File: src/rtl/cpu_ctrl_pkg.sv
// Shared constants for the bus-computer control sequencer: control-word bit
// indices, opcodes and micro-step encodings.
package cpu_ctrl_pkg;

    typedef logic [15:0] ctrl_word_t;

    localparam int CO = 0;
    localparam int MI = 1;
    localparam int RO = 2;
    localparam int RI = 3;
    localparam int II = 4;
    localparam int IO = 5;
    localparam int AI = 6;
    localparam int AO = 7;
    localparam int EO = 8;
    localparam int SU = 9;
    localparam int BI = 10;
    localparam int OI = 11;
    localparam int CE = 12;
    localparam int J  = 13;
    localparam int FI = 14;

    localparam logic [3:0] OP_NOP = 4'h0;
    localparam logic [3:0] OP_LDA = 4'h1;
    localparam logic [3:0] OP_ADD = 4'h2;
    localparam logic [3:0] OP_SUB = 4'h3;
    localparam logic [3:0] OP_STA = 4'h4;
    localparam logic [3:0] OP_LDI = 4'h5;
    localparam logic [3:0] OP_JMP = 4'h6;
    localparam logic [3:0] OP_JC  = 4'h7;
    localparam logic [3:0] OP_JZ  = 4'h8;
    localparam logic [3:0] OP_OUT = 4'hE;
    localparam logic [3:0] OP_HLT = 4'hF;

    localparam int STEP_W = $clog2(5);

    localparam logic [STEP_W-1:0] T0 = 3'd0;
    localparam logic [STEP_W-1:0] T1 = 3'd1;
    localparam logic [STEP_W-1:0] T2 = 3'd2;
    localparam logic [STEP_W-1:0] T3 = 3'd3;
    localparam logic [STEP_W-1:0] T4 = 3'd4;

endpackage

File: src/rtl/control_sequencer_if.sv
// Bundle between the control sequencer and the rest of the machine: run,
// instruction/flag inputs, and the control word plus debug state outputs.
interface control_sequencer_if;
    import cpu_ctrl_pkg::*;

    logic              run;
    logic [3:0]        opcode;
    logic              flag_c;
    logic              flag_z;
    ctrl_word_t        ctrl;
    logic [STEP_W-1:0] step;
    logic              halted;

    modport master (output run, opcode, flag_c, flag_z, input ctrl, step, halted);
    modport slave  (input run, opcode, flag_c, flag_z, output ctrl, step, halted);

endinterface

File: src/rtl/microcode_rom.sv
// Combinational microcode: {opcode, step, flags} -> control word.
// Steps outside T0..T4 decode to an empty word.
module microcode_rom
    import cpu_ctrl_pkg::*;
(
    input  logic [3:0]        opcode,
    input  logic [STEP_W-1:0] step,
    input  logic              flag_c,
    input  logic              flag_z,
    output ctrl_word_t        word
);

    always_comb begin
        word = '0;
        if (step == T0) begin
            word[CO] = 1'b1;
            word[MI] = 1'b1;
        end else if (step == T1) begin
            word[RO] = 1'b1;
            word[II] = 1'b1;
            word[CE] = 1'b1;
        end else begin
            case (opcode)
                OP_LDA: begin
                    if (step == T2) begin word[IO] = 1'b1; word[MI] = 1'b1; end
                    if (step == T3) begin word[RO] = 1'b1; word[AI] = 1'b1; end
                end
                OP_ADD, OP_SUB: begin
                    if (step == T2) begin word[IO] = 1'b1; word[MI] = 1'b1; end
                    if (step == T3) begin word[RO] = 1'b1; word[BI] = 1'b1; end
                    if (step == T4) begin
                        word[EO] = 1'b1;
                        word[AI] = 1'b1;
                        word[FI] = 1'b1;
                        word[SU] = (opcode == OP_SUB);
                    end
                end
                OP_STA: begin
                    if (step == T2) begin word[IO] = 1'b1; word[MI] = 1'b1; end
                    if (step == T3) begin word[AO] = 1'b1; word[RI] = 1'b1; end
                end
                OP_LDI: if (step == T2) begin word[IO] = 1'b1; word[AI] = 1'b1; end
                OP_JMP: if (step == T2) begin word[IO] = 1'b1; word[J] = 1'b1; end
                OP_JC:  if (step == T2 && flag_c) begin word[IO] = 1'b1; word[J] = 1'b1; end
                OP_JZ:  if (step == T2 && flag_z) begin word[IO] = 1'b1; word[J] = 1'b1; end
                OP_OUT: if (step == T2) begin word[AO] = 1'b1; word[OI] = 1'b1; end
                OP_NOP, OP_HLT: ;
                default: ;
            endcase
        end
    end

endmodule

File: src/rtl/control_sequencer.sv
// Micro-step counter with early termination, sticky halt, and run/halt gating
// of the decoded control word.
module control_sequencer
    import cpu_ctrl_pkg::*;
#(
    parameter int STEPS = 5
) (
    input logic                 clk,
    input logic                 clr,
    control_sequencer_if.slave  bus
);

    localparam logic [STEP_W-1:0] LAST = STEP_W'(STEPS - 1);

    logic [STEP_W-1:0] step_q;
    logic [STEP_W-1:0] step_inc;
    logic              halted_q;
    logic              active;
    ctrl_word_t        word_cur;
    ctrl_word_t        word_nxt;

    assign step_inc = step_q + STEP_W'(1);
    assign active   = bus.run & ~halted_q;

    microcode_rom u_rom_cur (
        .opcode (bus.opcode),
        .step   (step_q),
        .flag_c (bus.flag_c),
        .flag_z (bus.flag_z),
        .word   (word_cur)
    );

    // Looks one step ahead so an instruction ends as soon as its remaining
    // micro-steps would be empty.
    microcode_rom u_rom_nxt (
        .opcode (bus.opcode),
        .step   (step_inc),
        .flag_c (bus.flag_c),
        .flag_z (bus.flag_z),
        .word   (word_nxt)
    );

    always_ff @(posedge clk or posedge clr) begin
        if (clr) begin
            step_q   <= T0;
            halted_q <= 1'b0;
        end else if (active) begin
            if (step_q == T2 && bus.opcode == OP_HLT) begin
                halted_q <= 1'b1;
                step_q   <= T0;
            end else if (step_q == LAST || (step_q >= T2 && word_nxt == '0)) begin
                step_q <= T0;
            end else begin
                step_q <= step_inc;
            end
        end
    end

    assign bus.ctrl   = active ? word_cur : '0;
    assign bus.step   = step_q;
    assign bus.halted = halted_q;

endmodule

File: src/flat_wrapper.sv
// flat-port wrapper written by rule: the top's interface ports become plain ports
module control_sequencer_flat import cpu_ctrl_pkg::*;
#(
    parameter int STEPS = 5
)
  (clk, clr, bus_run, bus_opcode, bus_flag_c, bus_flag_z, bus_ctrl, bus_step, bus_halted);
  control_sequencer_if bus_i ();
  input logic clk;
  input logic clr;
  input wire logic [$bits(bus_i.run)-1:0] bus_run;
  input wire logic [$bits(bus_i.opcode)-1:0] bus_opcode;
  input wire logic [$bits(bus_i.flag_c)-1:0] bus_flag_c;
  input wire logic [$bits(bus_i.flag_z)-1:0] bus_flag_z;
  output wire logic [$bits(bus_i.ctrl)-1:0] bus_ctrl;
  output wire logic [$bits(bus_i.step)-1:0] bus_step;
  output wire logic [$bits(bus_i.halted)-1:0] bus_halted;
  assign bus_i.run = bus_run;
  assign bus_i.opcode = bus_opcode;
  assign bus_i.flag_c = bus_flag_c;
  assign bus_i.flag_z = bus_flag_z;
  assign bus_ctrl = bus_i.ctrl;
  assign bus_step = bus_i.step;
  assign bus_halted = bus_i.halted;
  control_sequencer #(.STEPS(STEPS)) u_core (.clk(clk), .clr(clr), .bus(bus_i));
endmodule
File: config.mk
export PLATFORM = sky130hd
export DESIGN_NAME = control_sequencer_flat
export DESIGN_NICKNAME = d
export VERILOG_FILES = /design/src/rtl/cpu_ctrl_pkg.sv /design/src/rtl/control_sequencer_if.sv /design/src/rtl/microcode_rom.sv /design/src/rtl/control_sequencer.sv /design/src/flat_wrapper.sv
export SDC_FILE = /design/constraint.sdc
export NUM_CORES = 1
export LEC_CHECK = 0
export ABC_AREA = 1
export BUFFER_PORTS_ARGS = -buffer_cell sky130_fd_sc_hd__buf_2
export CAP_MARGIN = 20
export CORE_UTILIZATION = 46
export CTS_CLUSTER_SIZE = 25
export DETAILED_ROUTE_END_ITERATION = 8
export GPL_ROUTABILITY_DRIVEN = 0
export HOLD_SLACK_MARGIN = 0.05
export PLACE_DENSITY = 0.84
export SETUP_SLACK_MARGIN = 0.1
export SYNTH_ARGS = -nofsm -noshare
export SYNTH_HDL_FRONTEND = slang
export SYNTH_SLANG_ARGS = --single-unit
File: constraint.sdc
create_clock -name clk -period 2.2 [get_ports clk]
set_input_delay 0.22 -clock clk [delete_from_list [all_inputs] [get_ports clk]]
set_output_delay 0.22 -clock clk [all_outputs]
set_load 0.005 [all_outputs]
==> results of run 1 <==
-- final cells by class --
cell class | count | area, um2
inverter | 22 | 82.6
sequential | 4 | 103
timing repair buffer | 29 | 153
multi-input combinational | 89 | 465
tap | 15 | 18.8
clock buffer | 3 | 22.5
fill | 129 | 489
-- state kept, by name, indices dropped and copies added, names as in the netlist --
register,cells
u_core.bus.halted,1
u_core.bus.step,3
-- routing by layer --
layer / track usage (%) / vias up / wire (um)
met4: 9.48 / 0 / 27
met5: 0 / - / 0
met3: 9.44 / 6 / 132
met1: 33.6 / 345 / 829
li1: - / 421 / -
met2: 38.7 / 41 / 868
-- through the flow --
stage	std cells	area, um2	setup slack [ns]	total power [mW]
after detailed placement	157	800	0.414	0.592
after CTS	161	832	0.162	0.693
after global routing	162	845	0.0972	0.800
after floorplan	118	668	0.605	0.454
final	162	845	0.231	0.726
after global placement	157	800	0.518	0.564
-- worst register-to-register path, stage by stage, from the launching register on --
cell	delay, ns
dfrtp_2	0.44
buf_4	0.15
ha_1	0.20
ha_1	0.34
nand2_1	0.09
inv_1	0.05
nand3_1	0.08
nand3_1	0.08
nor2_1	0.15
nand2_2	0.11
nand3_1	0.07
nand2_1	0.06
-- final timing paths --
check                                    from  slack (ns)                  to  cells after the start
max in group asynchronous                 clr        1.60  u_core.bus.step[0]                      3
min in group asynchronous                 clr        0.41  u_core.bus.step[1]                      3
hold / removal                        bus_run        0.21   u_core.bus.halted                      2
hold reg to reg             u_core.bus.halted        0.51   u_core.bus.halted                      1
setup / recovery           u_core.bus.step[0]        0.23         bus_ctrl[5]                     10
setup reg to reg           u_core.bus.step[0]        0.26  u_core.bus.step[0]                     11
-- synthesized netlist by cell type (all sizes together) --
| cell | instances |
|---|---|
| a21o | 1 |
| a21oi | 4 |
| a31oi | 2 |
| nand4 | 2 |
| inv | 22 |
| dfrtp | 4 |
| nand3 | 10 |
| o21ai | 2 |
| buf | 3 |
| conb | 1 |
| ha | 6 |
| nand2 | 32 |
| nor2 | 25 |
| nor3 | 4 |
-- logic make-up (layout without fill, tap and decap cells) --
logic type               count (synthesis)  in the layout  share of synthesized area [%]
AND/OR/NAND/NOR                         73             73                           50.0
flip-flops                               4              4                           15.0
AO/OA/AOI/OAI                            9              9                           7.49
adder cells (fa/ha/maj)                  6              6                           11.2
other                                    1              1                          0.561
buffers and inverters                   25             54                           15.7
-- power by group --
part,internal (mW),leakage (nW),total [mW],switching [mW]
registers,0.106,0.0490,0.155,0.0488
logic,0.181,0.446,0.469,0.287
clock network,0.0617,0.0138,0.102,0.0405
-- what timing repair did --
action,CTS,global route
buffers inserted,0,1
hold buffers,1,0
endpoints found under the hold margin,4,0
resized for setup,0,3
setup endpoints to repair,0,4
==> results.json, run 1 <==
{
  "synth_area_um2": 668,
  "cp_max_fo": 7,
  "design.core.area_um2": 1330,
  "cp.arrival_ns": 1.75,
  "cts_buffers": 3,
  "drv_cap": 0,
  "wl_per_cell_um": 11.5,
  "synth_nets": 133,
  "skew_ns": 0.00472,
  "area_delta_synth_final_pct": 26.4,
  "min_period_over_period_pct": 89.5,
  "cts_root_buf": "clkbuf_4",
  "io_pins": 29,
  "start_util_pct": 50.1,
  "drc": 0,
  "first_iter_violations": 22,
  "p_leak_nw": 0.509,
  "crit_required_ns": 1.98,
  "grtUsageTotal_pct": 25.9,
  "cts_tree": "built",
  "ys_top_cells_by_area": "nand2_1 (15%), dfrtp_1 (15%), ha_1 (11%)",
  "fin_setup_tns_ns": 0,
  "die_x_um": 40.1,
  "row_count": 13,
  "ys_warn_count": 0,
  "status": "completed",
  "grt_max_degree": 11,
  "antenna-diode-count": 0,
  "syn_area_per_cell_um2": 5.66,
  "portBuffers": 27,
  "peakVddDrop_v": 0.000532,
  "synth_seq_cells": 4,
  "num-nets-final": 164,
  "cpPeakStageDelay_ns": 0.42,
  "cts_max_level": 1,
  "syn_inst": 118,
  "grt_pass1_vias": 659,
  "clock-sinks": 4,
  "endpoint_kind": "output port",
  "rsz0062_at_grt": "false",
  "crit_family": "flip-flops",
  "wirelength_um": 1860,
  "ant_nets": 0,
  "yosysSeqAreaShare_pct": 15.0,
  "drtPass1Iterations": 4,
  "hold_viol_final": 0,
  "crit_path_top_delay_cell": "dfrtp_2",
  "min_path_type": "in2reg",
  "finish.utilization_pct": 63.3,
  "clk_pin_slew_ns": 0.04,
  "crit_buf_inv": 4,
  "path_cells": "inv_1, ha_1, inv_1, nor2_1, nor2_2, nand2_2, nor2_2, inv_2, a31oi_1, buf_2",
  "hpwl_um": 1410,
  "mostFrequentLayoutCell": "buf_2",
  "clkLatencyLatePin_ns": 0.25,
  "synth_top_area_share_pct": 15.2,
  "most-common-layout-cells": "buf_2 (27), nand2_1 (26), nor2_1 (19), inv_1 (16), nand3_1 (10)",
  "cellPowerDensity_nw_per_um2": 860,
  "drive_gt1_share_pct": 35.4,
  "dieHeight_um": 40.1,
  "fin_crit_ns": 1.97,
  "grt-ovfl-total": 0,
  "startpoint_type": "flop",
  "antenna_found_initial": 0,
  "critPathKind": "reg2out",
  "vias_per_cell": 5.02,
  "yosys.area.top_type": "nand2_1",
  "hold_ws_ns": 0.207,
  "max_freq_mhz": 508,
  "grt_pass1_wl_um": 2750,
  "vias": 813,
  "yosys.cell_types.count": 20,
  "finalMaxSlewViolations": 0,
  "setup_viol_count_final": 0,
  "design.die.area_um2": 1610,
  "cts_max_path_buffers": 2
}
(Power assumes the default switching activity.)
==> inputs of run 2 (changes only) <==
ABC_AREA = not set   (was 1)
CORE_UTILIZATION = 30   (was 46)
CTS_CLUSTER_DIAMETER = 40   (was not set)
PLACE_DENSITY = 0.6   (was 0.84)
==> run 2 against run 1 <==
  * Sequential cell count unchanged
  * Clock power down 7%
  * Hold slack better by 0.0050 ns
  * Combinational power up 64%
  * Sequential power down 13%
  * Via count up 3.4%
  * Clock-buffer cell count unchanged
  * Maximum frequency down 8.2%
  * Largest cell class unchanged
  * Highest routed layer unchanged
==> results.json, run 2 <==
{
  "synth_top_area_share_pct": 13.9,
  "min_from": "bus_run",
  "max_freq_mhz": 466,
  "min_period_over_period_pct": 97.5,
  "reg2reg_to": "u_core.bus.step[0]",
  "yosysMostFrequentCell": "nand2_1",
  "hold_viol_final": 0,
  "design.core.area_um2": 2230,
  "drv_cap": 0,
  "finalMaxSlewViolations": 0,
  "grt_pass1_vias": 715,
  "multi_input_area_um2": 601,
  "rsz0062_at_grt": "true",
  "first_iter_violations": 3,
  "yosysSeqAreaShare_pct": 13.9,
  "start_util_pct": 32.3,
  "synth_area_um2": 722,
  "grt_max_degree": 17,
  "clock-sinks": 4,
  "fin_area_um2": 1020,
  "cp_max_fo": 4,
  "synth_nets": 112,
  "most-common-layout-cells": "buf_2 (27), buf_4 (12), nand2_1 (9), nor2_1 (8)",
  "clkLatencyLatePin_ns": 0.24,
  "synthFlopType": "dfrtp_1",
  "fin_crit_ns": 2.14,
  "regArea_um2": 101,
  "reg2reg_slack_ns": 0.13,
  "yosys.area.top_type": "dfrtp_1",
  "wl_per_cell_um": 13.9,
  "portBuffers": 27,
  "largest_register_ffs": 3,
  "drc": 0,
  "ant_nets": 0,
  "setup_viol_count_final": 0,
  "hold_end": "u_core.bus.halted",
  "dieHeight_um": 51.1,
  "final.fill_count": 237,
  "io_pins": 29,
  "skew_ns": 0.00244,
  "design.die.area_um2": 2610,
  "endpoint_kind": "output port",
  "grt_pass1_wl_um": 3350,
  "ff2ff_path_depth": 9,
  "fin_setup_tns_ns": 0,
  "grt-ovfl-total": 0,
  "cts_buffers": 3,
  "vias_per_cell": 5.29,
  "yosys.cell_types.count": 39,
  "startpoint_type": "flop",
  "hold_depth": 2,
  "post_dp_cell_area_um2": 867,
  "antenna-diode-count": 0,
  "cellPowerDensity_nw_per_um2": 976,
  "critPathKind": "reg2out",
  "num-nets-final": 148,
  "ys_warn_count": 0,
  "cts_max_level": 1,
  "die_x_um": 51.1,
  "crit_required_ns": 1.98,
  "drtPass1Iterations": 4,
  "peakVddDrop_v": 0.000629,
  "cp.arrival_ns": 1.92,
  "r2r-start": "u_core.bus.step[0]",
  "drive_gt1_share_pct": 45.8,
  "cts_tree": "built",
  "antenna_found_initial": 0,
  "clk_pin_slew_ns": 0.04,
  "grtUsageTotal_pct": 17.2,
  "cts_max_path_buffers": 2,
  "synth_common_cells": "nand2_1 (9), inv_1 (8), nor2_1 (8), ha_1 (6)",
  "p_leak_nw": 0.494,
  "vias": 841,
  "mostFrequentLayoutCell": "buf_2",
  "syn_area_per_cell_um2": 7.44,
  "ys_top_cells_by_area": "dfrtp_1 (14%), ha_1 (10%), nand2_1 (4.7%)",
  "status": "completed",
  "hpwl_um": 1590,
  "synth_edf_count": 0,
  "cts_root_buf": "clkbuf_4",
  "min_path_type": "in2reg",
  "synth_seq_cells": 4,
  "async_flop_share_pct": 100,
  "wirelength_um": 2210,
  "row_count": 17,
  "area_delta_synth_final_pct": 41.9,
  "syn_inst": 97
}
-- run 2: area by class of cell --
| type | count | share of cell area (%) |
|---|---|---|
| inverter | 8 | 2.93 |
| multi-input combinational | 76 | 58.6 |
| clock buffer | 3 | 2.20 |
| sequential | 4 | 9.89 |
| tap | 28 | 3.42 |
| timing repair buffer | 40 | 23.0 |
-- run 2: where the power goes --
group,internal [mW],switching [mW],total [mW],leakage (nW)
Clock,0.0612,0.0334,0.0946,0.0138
Sequential,0.107,0.0279,0.135,0.0502
Combinational,0.385,0.385,0.770,0.430
Total,0.553,0.447,1.00,0.494
-- run 2: worst max-delay path, cell delays in order (launching register included) --
cell      delay (ns)
dfrtp_1         0.41
inv_2           0.13
ha_4            0.16
nand2b_4        0.05
or4_4           0.50
inv_2           0.06
a31oi_1         0.06
nor3_1          0.18
buf_2           0.13
-- run 2: logic make-up after synthesis --
group / after synthesis / share of synthesized area (%)
AOI/OAI and AO/OA: 24 / 25.3
xor gates and xnor gates: 1 / 1.21
adders and majority gates: 6 / 10.4
buffers and inverters: 17 / 11.8
DFF: 4 / 13.9
muxes: 1 / 1.39
other: 1 / 0.519
and+or+nand+nor: 43 / 35.5
-- run 2: through the flow --
step                      power [mW]  setup WS [ns]  hold slack [ns]  util, %  instances
after floorplan                0.523          0.255          -0.0139        -         97
after global placement         0.681          0.197            0.107     38.8        147
after detailed placement       0.697          0.140            0.116     38.8        147
after CTS                      0.913         0.0506            0.212     43.4        155
after global routing            1.08        -0.0410            0.222     45.9        159
final                           1.00         0.0551            0.212     45.9        159
-- run 2: how the worst max path moves through the flow --
stage	slack, ns	depth (start not counted)	to	startpoint
global route	-0.04	8	bus_ctrl[7]	u_core.bus.step[0]
global placement	0.20	7	u_core.bus.step[1]	u_core.bus.step[1]
detailed placement	0.14	6	u_core.bus.step[1]	u_core.bus.step[1]
floorplan	0.25	6	u_core.bus.step[1]	u_core.bus.step[1]
CTS	0.05	8	bus_ctrl[7]	u_core.bus.step[0]
finish	0.06	8	bus_ctrl[7]	u_core.bus.step[0]
-- run 2: routing by layer --
layer / vias up / routed length, um / track usage, %
li1: 415 / - / -
met1: 385 / 930 / 20.6
met2: 34 / 1090 / 30.7
met3: 7 / 111 / 1.79
met4: 0 / 74 / 6.94
met5: - / 0 / 0
-- run 2: timing repair --
item / in CTS / in global routing
hold buffers: 1 / 0
pin swaps: 0 / 7
endpoints found under the hold margin: 4 / 0
setup buffers: 4 / 4
setup endpoints to repair: 5 / 6
gates resized for setup: 7 / 8
==> inputs of run 3 (changes only) <==
CORE_UTILIZATION = 47   (was 30)
PLACE_DENSITY = 0.84   (was 0.6)
RECOVER_POWER = 25   (was not set)
==> run 3 against run 2 <==
  * Hold slack gained 0.018 ns
  * Via count shrank 4.9%
  * Combinational power shrank 8.4%
  * Non-clock buffer count shrank 7
==> results.json, run 3 (same netlist as run 2, synthesis figures left out) <==
{
  "clk_pin_slew_ns": 0.03,
  "p_leak_nw": 0.465,
  "min_path_type": "in2reg",
  "fin_setup_tns_ns": 0,
  "critPathKind": "reg2out",
  "cpPeakStageDelay_ns": 0.55,
  "start_util_pct": 52.8,
  "regArea_um2": 103,
  "cp.arrival_ns": 1.87,
  "wirelength_um": 1940,
  "power.total_mw": 0.946,
  "grt_max_degree": 17,
  "cts_buffers": 3,
  "antenna_found_initial": 0,
  "crit_path_top_delay_cell": "or4_4",
  "design.die.area_um2": 1700,
  "rsz0062_at_grt": "true",
  "cts_tree": "built",
  "design.core.area_um2": 1370,
  "dieHeight_um": 41.2,
  "area_delta_synth_final_pct": 33.4,
  "hpwl_um": 1430,
  "grt-ovfl-total": 0,
  "first_iter_violations": 20,
  "fin_ws_ns": 0.106,
  "post_dp_cell_area_um2": 843,
  "hold_ws_ns": 0.230,
  "crit_family": "simple AND/OR/NAND/NOR gates",
  "cts_max_path_buffers": 2,
  "vias_per_cell": 5.76,
  "antenna-diode-count": 0,
  "cts_root_buf": "clkbuf_4",
  "drive_gt1_share_pct": 42.7,
  "endpoint_kind": "output port",
  "cts_max_level": 1,
  "min_period_over_period_pct": 95.2,
  "fin_crit_ns": 2.09,
  "finalMaxSlewViolations": 0,
  "portBuffers": 27,
  "io_pins": 29,
  "multi_input_area_um2": 602,
  "cp_max_fo": 8,
  "path_cells": "inv_4, ha_4, or4_4, inv_2, a31oi_1, nor3_1, buf_2",
  "most-common-layout-cells": "buf_2 (27), nand2_1 (9), nor2_1 (8)",
  "status": "completed",
  "drtPass1Iterations": 4,
  "row_count": 13,
  "hold_viol_final": 0,
  "mostFrequentLayoutCell": "buf_2",
  "crit_buf_inv": 3,
  "fin_area_um2": 963,
  "skew_ns": 0.000127,
  "peakVddDrop_v": 0.000709,
  "grtUsageTotal_pct": 22.8,
  "wl_per_cell_um": 13.9,
  "grt_pass1_wl_um": 2640,
  "startpoint_type": "flop",
  "pre_cts_slack_ns": 0.0994,
  "crit_required_ns": 1.98,
  "max_freq_mhz": 477,
  "ant_nets": 0,
  "cellPowerDensity_nw_per_um2": 982,
  "num-nets-final": 141,
  "clkLatencyLatePin_ns": 0.22,
  "setup_viol_count_final": 0,
  "drc": 0,
  "die_x_um": 41.2,
  "clock-sinks": 4,
  "vias": 800,
  "largest_register_ffs": 3,
  "final.fill_count": 117,
  "drv_cap": 0,
  "grt_pass1_vias": 598
}
==> run 3: repair_timing <==
item	in CTS	in global routing
hold endpoints to repair	4	0
buffers inserted	2	0
pin swaps	0	1
setup endpoints to repair	6	4
gates resized for setup	11	6
hold buffers	1	0
==> run 3: worst register-to-register path, delay by kind of cell, from the launching register on <==
| kind | cells | cell delay (ns) |
|---|---|---|
| AO/OA/AOI/OAI | 2 | 0.67 |
| adder cells (fa/ha/maj) | 2 | 0.52 |
| flip-flops | 1 | 0.45 |
| AND/OR/NAND/NOR | 2 | 0.30 |
==> run 3: metal layers <==
layer	share of wire (%)	global-route usage, %	vias to the layer above
met3	5.9	0.543	6
met2	52	41.8	33
met4	2.6	7.26	0
met1	39	28.3	359
li1	-	-	402
met5	0	0	-
==> run 3: final timing paths <==
| kind | start | endpoint | slack [ns] | depth (start not counted) |
|---|---|---|---|---|
| hold / removal | bus_run | u_core.bus.halted | 0.23 | 2 |
| max in group asynchronous | clr | u_core.bus.step[1] | 1.61 | 3 |
| setup reg to reg | u_core.bus.step[0] | u_core.bus.step[1] | 0.13 | 6 |
| hold reg to reg | u_core.bus.halted | u_core.bus.halted | 0.49 | 1 |
| setup / recovery | u_core.bus.step[0] | bus_ctrl[7] | 0.11 | 7 |
| min in group asynchronous | clr | u_core.bus.halted | 0.42 | 3 |
==> run 3: metrics by stage <==
step | utilization, % | instances
floorplan | - | 97
global placement | 61.7 | 133
detailed placement | 61.7 | 133
CTS | 68.3 | 139
global route | 70.5 | 139
finish | 70.5 | 139
==> run 3: report_power, final <==
| part | switching [mW] | internal, mW | total (mW) |
|---|---|---|---|
| registers | 0.0475 | 0.109 | 0.157 |
| clock network | 0.0236 | 0.0605 | 0.0842 |
| logic | 0.365 | 0.340 | 0.705 |
| total | 0.437 | 0.510 | 0.946 |
==> run 3: final cells by class <==
cell class / instances / share of cell area [%]
Timing Repair Buffer: 33 / 19.0
Sequential cell: 4 / 10.6
Inverter: 8 / 3.64
Clock buffer: 3 / 2.34
Multi-Input combinational cell: 76 / 62.5
Tap cell: 15 / 1.95
